--- src/rtl/ieee1355_tx_char_scheduler.sv ---
// IEEE1355 per-link transmit character scheduler: picks NULL/FCC/data/EOP per slot,
// applies link parity, tracks transmit credit, and hands characters to the serializer.
module ieee1355_tx_char_scheduler #(
    parameter int G_LINK_PARITY_IS_ODD = 1,
    parameter int G_FCC_CREDIT         = 8,
    parameter int G_MAX_CREDIT         = 56,
    parameter int G_CREDIT_WIDTH       = 6
) (
    input  logic                      i_clk,
    input  logic                      i_rst,
    input  logic                      i_enable,
    input  logic                      i_link_run,
    input  logic                      i_fcc_req,
    input  logic                      i_fcc_rx,
    input  logic [8:0]                i_data_in,
    input  logic                      i_data_valid,
    output logic                      o_data_ready,
    output logic                      o_char_valid,
    input  logic                      i_char_ready,
    output logic [9:0]                o_char_bits,
    output logic                      o_char_len,
    output logic [G_CREDIT_WIDTH-1:0] o_credits,
    output logic                      o_credit_error
);

    localparam int CW = G_CREDIT_WIDTH;
    localparam logic [CW:0] LP_FCC = (CW+1)'(G_FCC_CREDIT);
    localparam logic [CW:0] LP_MAX = (CW+1)'(G_MAX_CREDIT);
    localparam logic        LP_ODD = (G_LINK_PARITY_IS_ODD != 0);

    logic          r_char_valid;
    logic [9:0]    r_char_bits;
    logic          r_char_len;
    logic [CW-1:0] r_credits;
    logic          r_credit_error;
    logic [2:0]    r_fcc_pend;
    logic          r_null2_pend;
    logic          r_prev_xor;

    logic          w_slot;
    logic          w_sel_fcc;
    logic          w_sel_data;
    logic          w_sel_esc;
    logic          w_consume;
    logic          w_f;
    logic          w_p;
    logic [7:0]    w_payload;
    logic [CW:0]   w_credit_sum;
    logic          w_credit_ovf;

    // A slot opens only while the link is enabled and out of reset.
    assign w_slot     = ~i_rst & i_enable & (~r_char_valid | i_char_ready);
    assign w_sel_fcc  = ~r_null2_pend & i_link_run & (r_fcc_pend != 3'd0);
    assign w_sel_data = ~r_null2_pend & ~w_sel_fcc & i_link_run
                      & i_data_valid & (r_credits != '0);
    assign w_sel_esc  = ~r_null2_pend & ~w_sel_fcc & ~w_sel_data;
    assign w_consume  = w_slot & w_sel_data;

    always_comb begin
        w_f       = 1'b1;
        w_payload = 8'h00;
        if (w_sel_esc) begin
            w_payload = 8'h03;
        end else if (w_sel_data) begin
            if (i_data_in[8]) begin
                w_payload = i_data_in[0] ? 8'h02 : 8'h01;
            end else begin
                w_f       = 1'b0;
                w_payload = i_data_in[7:0];
            end
        end
    end

    assign w_p = LP_ODD ^ r_prev_xor ^ w_f;

    // Credit arithmetic is one bit wider so overflow past the ceiling is visible.
    assign w_credit_sum = {1'b0, r_credits}
                        + (i_fcc_rx ? LP_FCC : '0)
                        - {{CW{1'b0}}, w_consume};
    assign w_credit_ovf = (w_credit_sum > LP_MAX);

    always_ff @(posedge i_clk) begin
        if (i_rst || !i_enable) begin
            r_char_valid <= 1'b0;
            r_char_bits  <= 10'd0;
            r_char_len   <= 1'b0;
            r_credits    <= '0;
            r_fcc_pend   <= 3'd0;
            r_null2_pend <= 1'b0;
            r_prev_xor   <= 1'b0;
            if (i_rst) begin
                r_credit_error <= 1'b0;
            end
        end else begin
            if (w_slot) begin
                r_char_valid <= 1'b1;
                r_char_bits  <= {w_payload, w_f, w_p};
                r_char_len   <= ~w_f;
                r_prev_xor   <= ^w_payload;
                r_null2_pend <= w_sel_esc;
            end
            if (w_slot && w_sel_fcc) begin
                if (!i_fcc_req) begin
                    r_fcc_pend <= r_fcc_pend - 3'd1;
                end
            end else if (i_fcc_req && r_fcc_pend != 3'd7) begin
                r_fcc_pend <= r_fcc_pend + 3'd1;
            end
            if (w_credit_ovf) begin
                r_credit_error <= 1'b1;
            end else begin
                r_credits <= w_credit_sum[CW-1:0];
            end
        end
    end

    assign o_data_ready   = w_consume;
    assign o_char_valid   = r_char_valid;
    assign o_char_bits    = r_char_bits;
    assign o_char_len     = r_char_len;
    assign o_credits      = r_credits;
    assign o_credit_error = r_credit_error;

endmodule

--- config.mk ---
export PLATFORM = sky130hd
export DESIGN_NAME = ieee1355_tx_char_scheduler
export DESIGN_NICKNAME = d
export VERILOG_FILES = /design/src/rtl/ieee1355_tx_char_scheduler.sv
export SDC_FILE = /design/constraint.sdc
export NUM_CORES = 1
export LEC_CHECK = 0
export CORE_UTILIZATION = 51
export CTS_CLUSTER_SIZE = 8
export DETAILED_ROUTE_END_ITERATION = 6
export PLACE_DENSITY = 0.88
export SYNTH_ARGS = -nofsm -noshare
export SYNTH_HDL_FRONTEND = slang
export SYNTH_SLANG_ARGS = --single-unit
--- constraint.sdc ---
create_clock -name i_clk -period 9 [get_ports i_clk]
set_input_delay 0.9 -clock i_clk [delete_from_list [all_inputs] [get_ports i_clk]]
set_output_delay 0.9 -clock i_clk [all_outputs]
set_load 0.03 [all_outputs]
==> results.sh <==
export IMPL_status="finished clean"
export IMPL_hold_viol=0
export IMPL_fp_dieH_um=54.1
export IMPL_grt_first_pass_wirelength_um=4420
export IMPL_hold_depth=2
export IMPL_synth_edf_count=1
export IMPL_syn_nets=180
export IMPL_cts_buffers=3
export IMPL_initial_cell_density_of_the_core_pct=54.9
export IMPL_cp_cell_sequence="clkdlybuf4s50_1, nand2b_1, inv_2, nand2_1, a211oi_1, nand2_1, inv_1, ha_1, inv_1, ha_1, fa_1, a21oi_1, o21ai_0, xnor2_1, a31oi_4, mux2_2"
export IMPL_design_core_area_sq_um=2520
export IMPL_power_static_leakage_nw=0.707
export IMPL_critPathMaxStageDelay_ps=520
export IMPL_grt_start_max_net_pins=17
export IMPL_postSynth_topFlopCell="sky130_fd_sc_hd__dfxtp_1"
export IMPL_via_per_inst=5.33
export IMPL_vdd_ir_drop_worst_mv=0.145
export IMPL_reg2reg_setup_slack_ps=5260
export IMPL_dieArea_sq_um=2930
export IMPL_initialDrtViolationCount=26
export IMPL_vias=1172
export IMPL_timing_max_slew_rel_slack_pct=51.8
export IMPL_finalCritPeriodShare_pct=51.5
export IMPL_ratio_of_total_power_to_cell_area_nw_per_um2=178
export IMPL_r2r_start="o_credits[5]$_SDFFE_PN0P_"
export IMPL_netlist_top_cell_by_area="sky130_fd_sc_hd__dfxtp_1"
export IMPL_report_final_setup_viol=0
export IMPL_timing_critical_path_required_ps=9220
export IMPL_holdCritStartpoint="o_char_bits[0]$_SDFFE_PN0P_"
export IMPL_power_frac_clock_pct=18.1
export IMPL_share_of_cells_above_drive_strength_1_pct=7.37
export IMPL_detailed_place_hpwl_um=2290
export IMPL_std_cell_rows=18
export IMPL_final_non_filler_cell_total=220
export IMPL_clock_fmax_mhz=216
export IMPL_yosys_top_cells_area="sky130_fd_sc_hd__dfxtp_1, sky130_fd_sc_hd__ha_1, sky130_fd_sc_hd__xnor2_1, sky130_fd_sc_hd__a22o_1, sky130_fd_sc_hd__inv_1"
export IMPL_clk_path_buf_depth=2
export IMPL_crit_reg2reg_capture="o_credits[3]$_SDFFE_PN0P_"
export IMPL_holdBufCountCts=0
export IMPL_setup_worst_path_end_class="flop"
export IMPL_post_cts_buffers=0
export IMPL_io_pins=37
export IMPL_wl_per_cell_um=13.3
export IMPL_timing_worst_slew_pin_value_ps=721
export IMPL_netSwitchingPower_uw=117
export IMPL_rr_worst_depth=15
export IMPL_path_class="in -> reg"
export IMPL_worstPathMaxFanout=16
export IMPL_worst_endpoint_arrival_ps=4860
export IMPL_pwr_share_comb_pct=44.0
export IMPL_count_of_antenna_diodes_in_the_layout=0
export IMPL_yosys_cell_count_top_type="sky130_fd_sc_hd__dfxtp_1"
export IMPL_min_delay_worst_endpoint="o_char_bits[0]$_SDFFE_PN0P_"
export IMPL_synth_warning_count=0
export IMPL_p_int_uw=205
export IMPL_grt_setup_unrepaired="no"
export IMPL_clock_slew_at_reported_path_ffs_ps=140
export IMPL_drt_pass1_iterations=4
export IMPL_die_w_um=54.1
export IMPL_sw_frac_of_total_pct=36.4
export IMPL_min_tclk_post_route_ps=4640
export IMPL_cp_slowest_cell="sky130_fd_sc_hd__a211oi_1"
export IMPL_layout_area_overhead_vs_synth_pct=30.4
export IMPL_drt_total_wl_um=2930
export IMPL_cp_startpoint="i_rst"
export IMPL_post_place_cells=216
export IMPL_initial_antenna_violation_count=0
export IMPL_timing_max_cap_violations=0
export IMPL_timing_critical_path_from_type="input pin"
export IMPL_timing_hold_worst_class="reg -> reg"
export IMPL_setup_tns_ps=0
export IMPL_fin_worst_skew_ps=5.81
export IMPL_holdWs_ps=468
export IMPL_insertion_delay_ps=320
export IMPL_placer_congestion=0.860
export IMPL_clk_root_buffer_cell="sky130_fd_sc_hd__clkbuf_4"
export IMPL_yosysSeqAreaShare_pct=35.4
export IMPL_fillerInstances=196
export IMPL_tritoncts_num_sinks=24
export IMPL_maxSlewViolCount=0
export IMPL_final_net_count=218
export IMPL_synth_seq_cells=24
export IMPL_post_cts_resize_count=0
export IMPL_synth_cell_area_sq_um=1390
export IMPL_synth_area_per_cell_sq_um=9.05
export IMPL_number_of_global_route_vias_before_repair=1032
export IMPL_tot_gr_track_use_pct=21.3
export IMPL_buffer_ports_inserted=36
export IMPL_syn_instance_count=153
export IMPL_synth_top_area_share_pct=33.2
export IMPL_tritoncts="built"
export IMPL_ant_nets=0
export IMPL_p_seq_share_pct=37.9
export IMPL_share_of_flip_flops_with_an_asynchronous_set_or_reset_pct=0
export IMPL_drc=0
export IMPL_clock_tree_htree_level_count=1
export IMPL_synth_distinct_cells=38
export IMPL_ranking_of_synthesized_cells_by_instance_count="sky130_fd_sc_hd__dfxtp_1, sky130_fd_sc_hd__inv_1, sky130_fd_sc_hd__nand2_1, sky130_fd_sc_hd__xnor2_1, sky130_fd_sc_hd__a22o_1"
export IMPL_globalRoute_totalOverflow=0
-- cell usage in the layout, fill, tap and decap left out, drive strengths merged, types with 3 or more instances in the layout --
cell type,Yosys,routed
a211oi,3,3
a21oi,3,3
a22o,9,9
clkbuf,2,4
clkdlybuf4s50,0,36
dfxtp,23,23
ha,8,8
inv,21,21
mux2i,7,7
nand2,16,16
nand2b,4,4
nand3,3,3
nor2,10,10
o21ai,9,9
xnor2,11,11
xor2,3,3
-- layer usage --
layer / vias to the layer above / GRT usage [%] / routed length [um]
li1: 597 / - / -
met1: 535 / 26.6 / 1360
met2: 36 / 36.4 / 1410
met3: 4 / 2.82 / 121
met4: 0 / 8.55 / 37
met5: - / 0 / 0
-- worst max-delay path: cells and delay by family --
family / cells / cell delay, ps
AOI/OAI and AO/OA: 4 / 1110
xor gates and xnor gates: 1 / 190
adders and majority gates: 3 / 760
buffers and inverters: 4 / 860
muxes: 1 / 370
and+or+nand+nor: 3 / 670
-- cells by family after synthesis --
family	count (synthesis)	synth area share, %
muxes	8	5.87
AOI/OAI and AO/OA	31	17.0
adders and majority gates	10	10.1
xor gates and xnor gates	14	8.85
DFF	24	35.4
and+or+nand+nor	42	16.2
buffers and inverters	24	6.59
-- power by group through the flow --
stage | combinational, mW | sequential [mW] | clock [mW]
final | 0.141 | 0.122 | 0.0584
after global placement | 0.136 | 0.124 | 0
after CTS | 0.142 | 0.122 | 0.0588
after detailed placement | 0.141 | 0.124 | 0
after floorplan | 0.0916 | 0.136 | 0
after global routing | 0.151 | 0.123 | 0.0629
-- how the worst max path moves through the flow --
stage	end	slack, ps	cells past startpoint
finish	o_credits[3]$_SDFFE_PN0P_	4360	16
global placement	o_credits[3]$_SDFFE_PN0P_	4280	16
global route	o_credits[3]$_SDFFE_PN0P_	4140	16
detailed placement	o_credits[3]$_SDFFE_PN0P_	4070	16
floorplan	o_credits[3]$_SDFFE_PN0P_	4880	16
CTS	o_credits[3]$_SDFFE_PN0P_	4390	16
-- final cells by class --
type                       instances  area (sq um)  share of cell area (%)
tap                               30          37.5                    2.08
multi-input combinational        105           803                    44.5
inverter                          21          78.8                    4.36
timing repair buffer              36           360                    19.9
clock buffer                       4          36.3                    2.01
sequential                        24           490                    27.1
-- stage by stage --
stage / setup slack, ps / area, sq um / total power, mW / utilization [%]
final: 4360 / 1810 / 0.322 / 71.6
after global routing: 4140 / 1810 / 0.338 / 71.6
after CTS: 4390 / 1810 / 0.322 / 71.6
after detailed placement: 4070 / 1770 / 0.265 / 70.2
after global placement: 4280 / 1770 / 0.260 / 70.2
after floorplan: 4880 / 1390 / 0.227 / -
-- registers in the layout, summed over array words and instances, names as in the netlist --
register        count
r_fcc_pend          3
o_credit_error      1
r_prev_xor          1
o_char_len          1
o_char_bits        10
o_credits           6
o_char_valid        1
r_null2_pend        1
(Power assumes the default switching activity.)
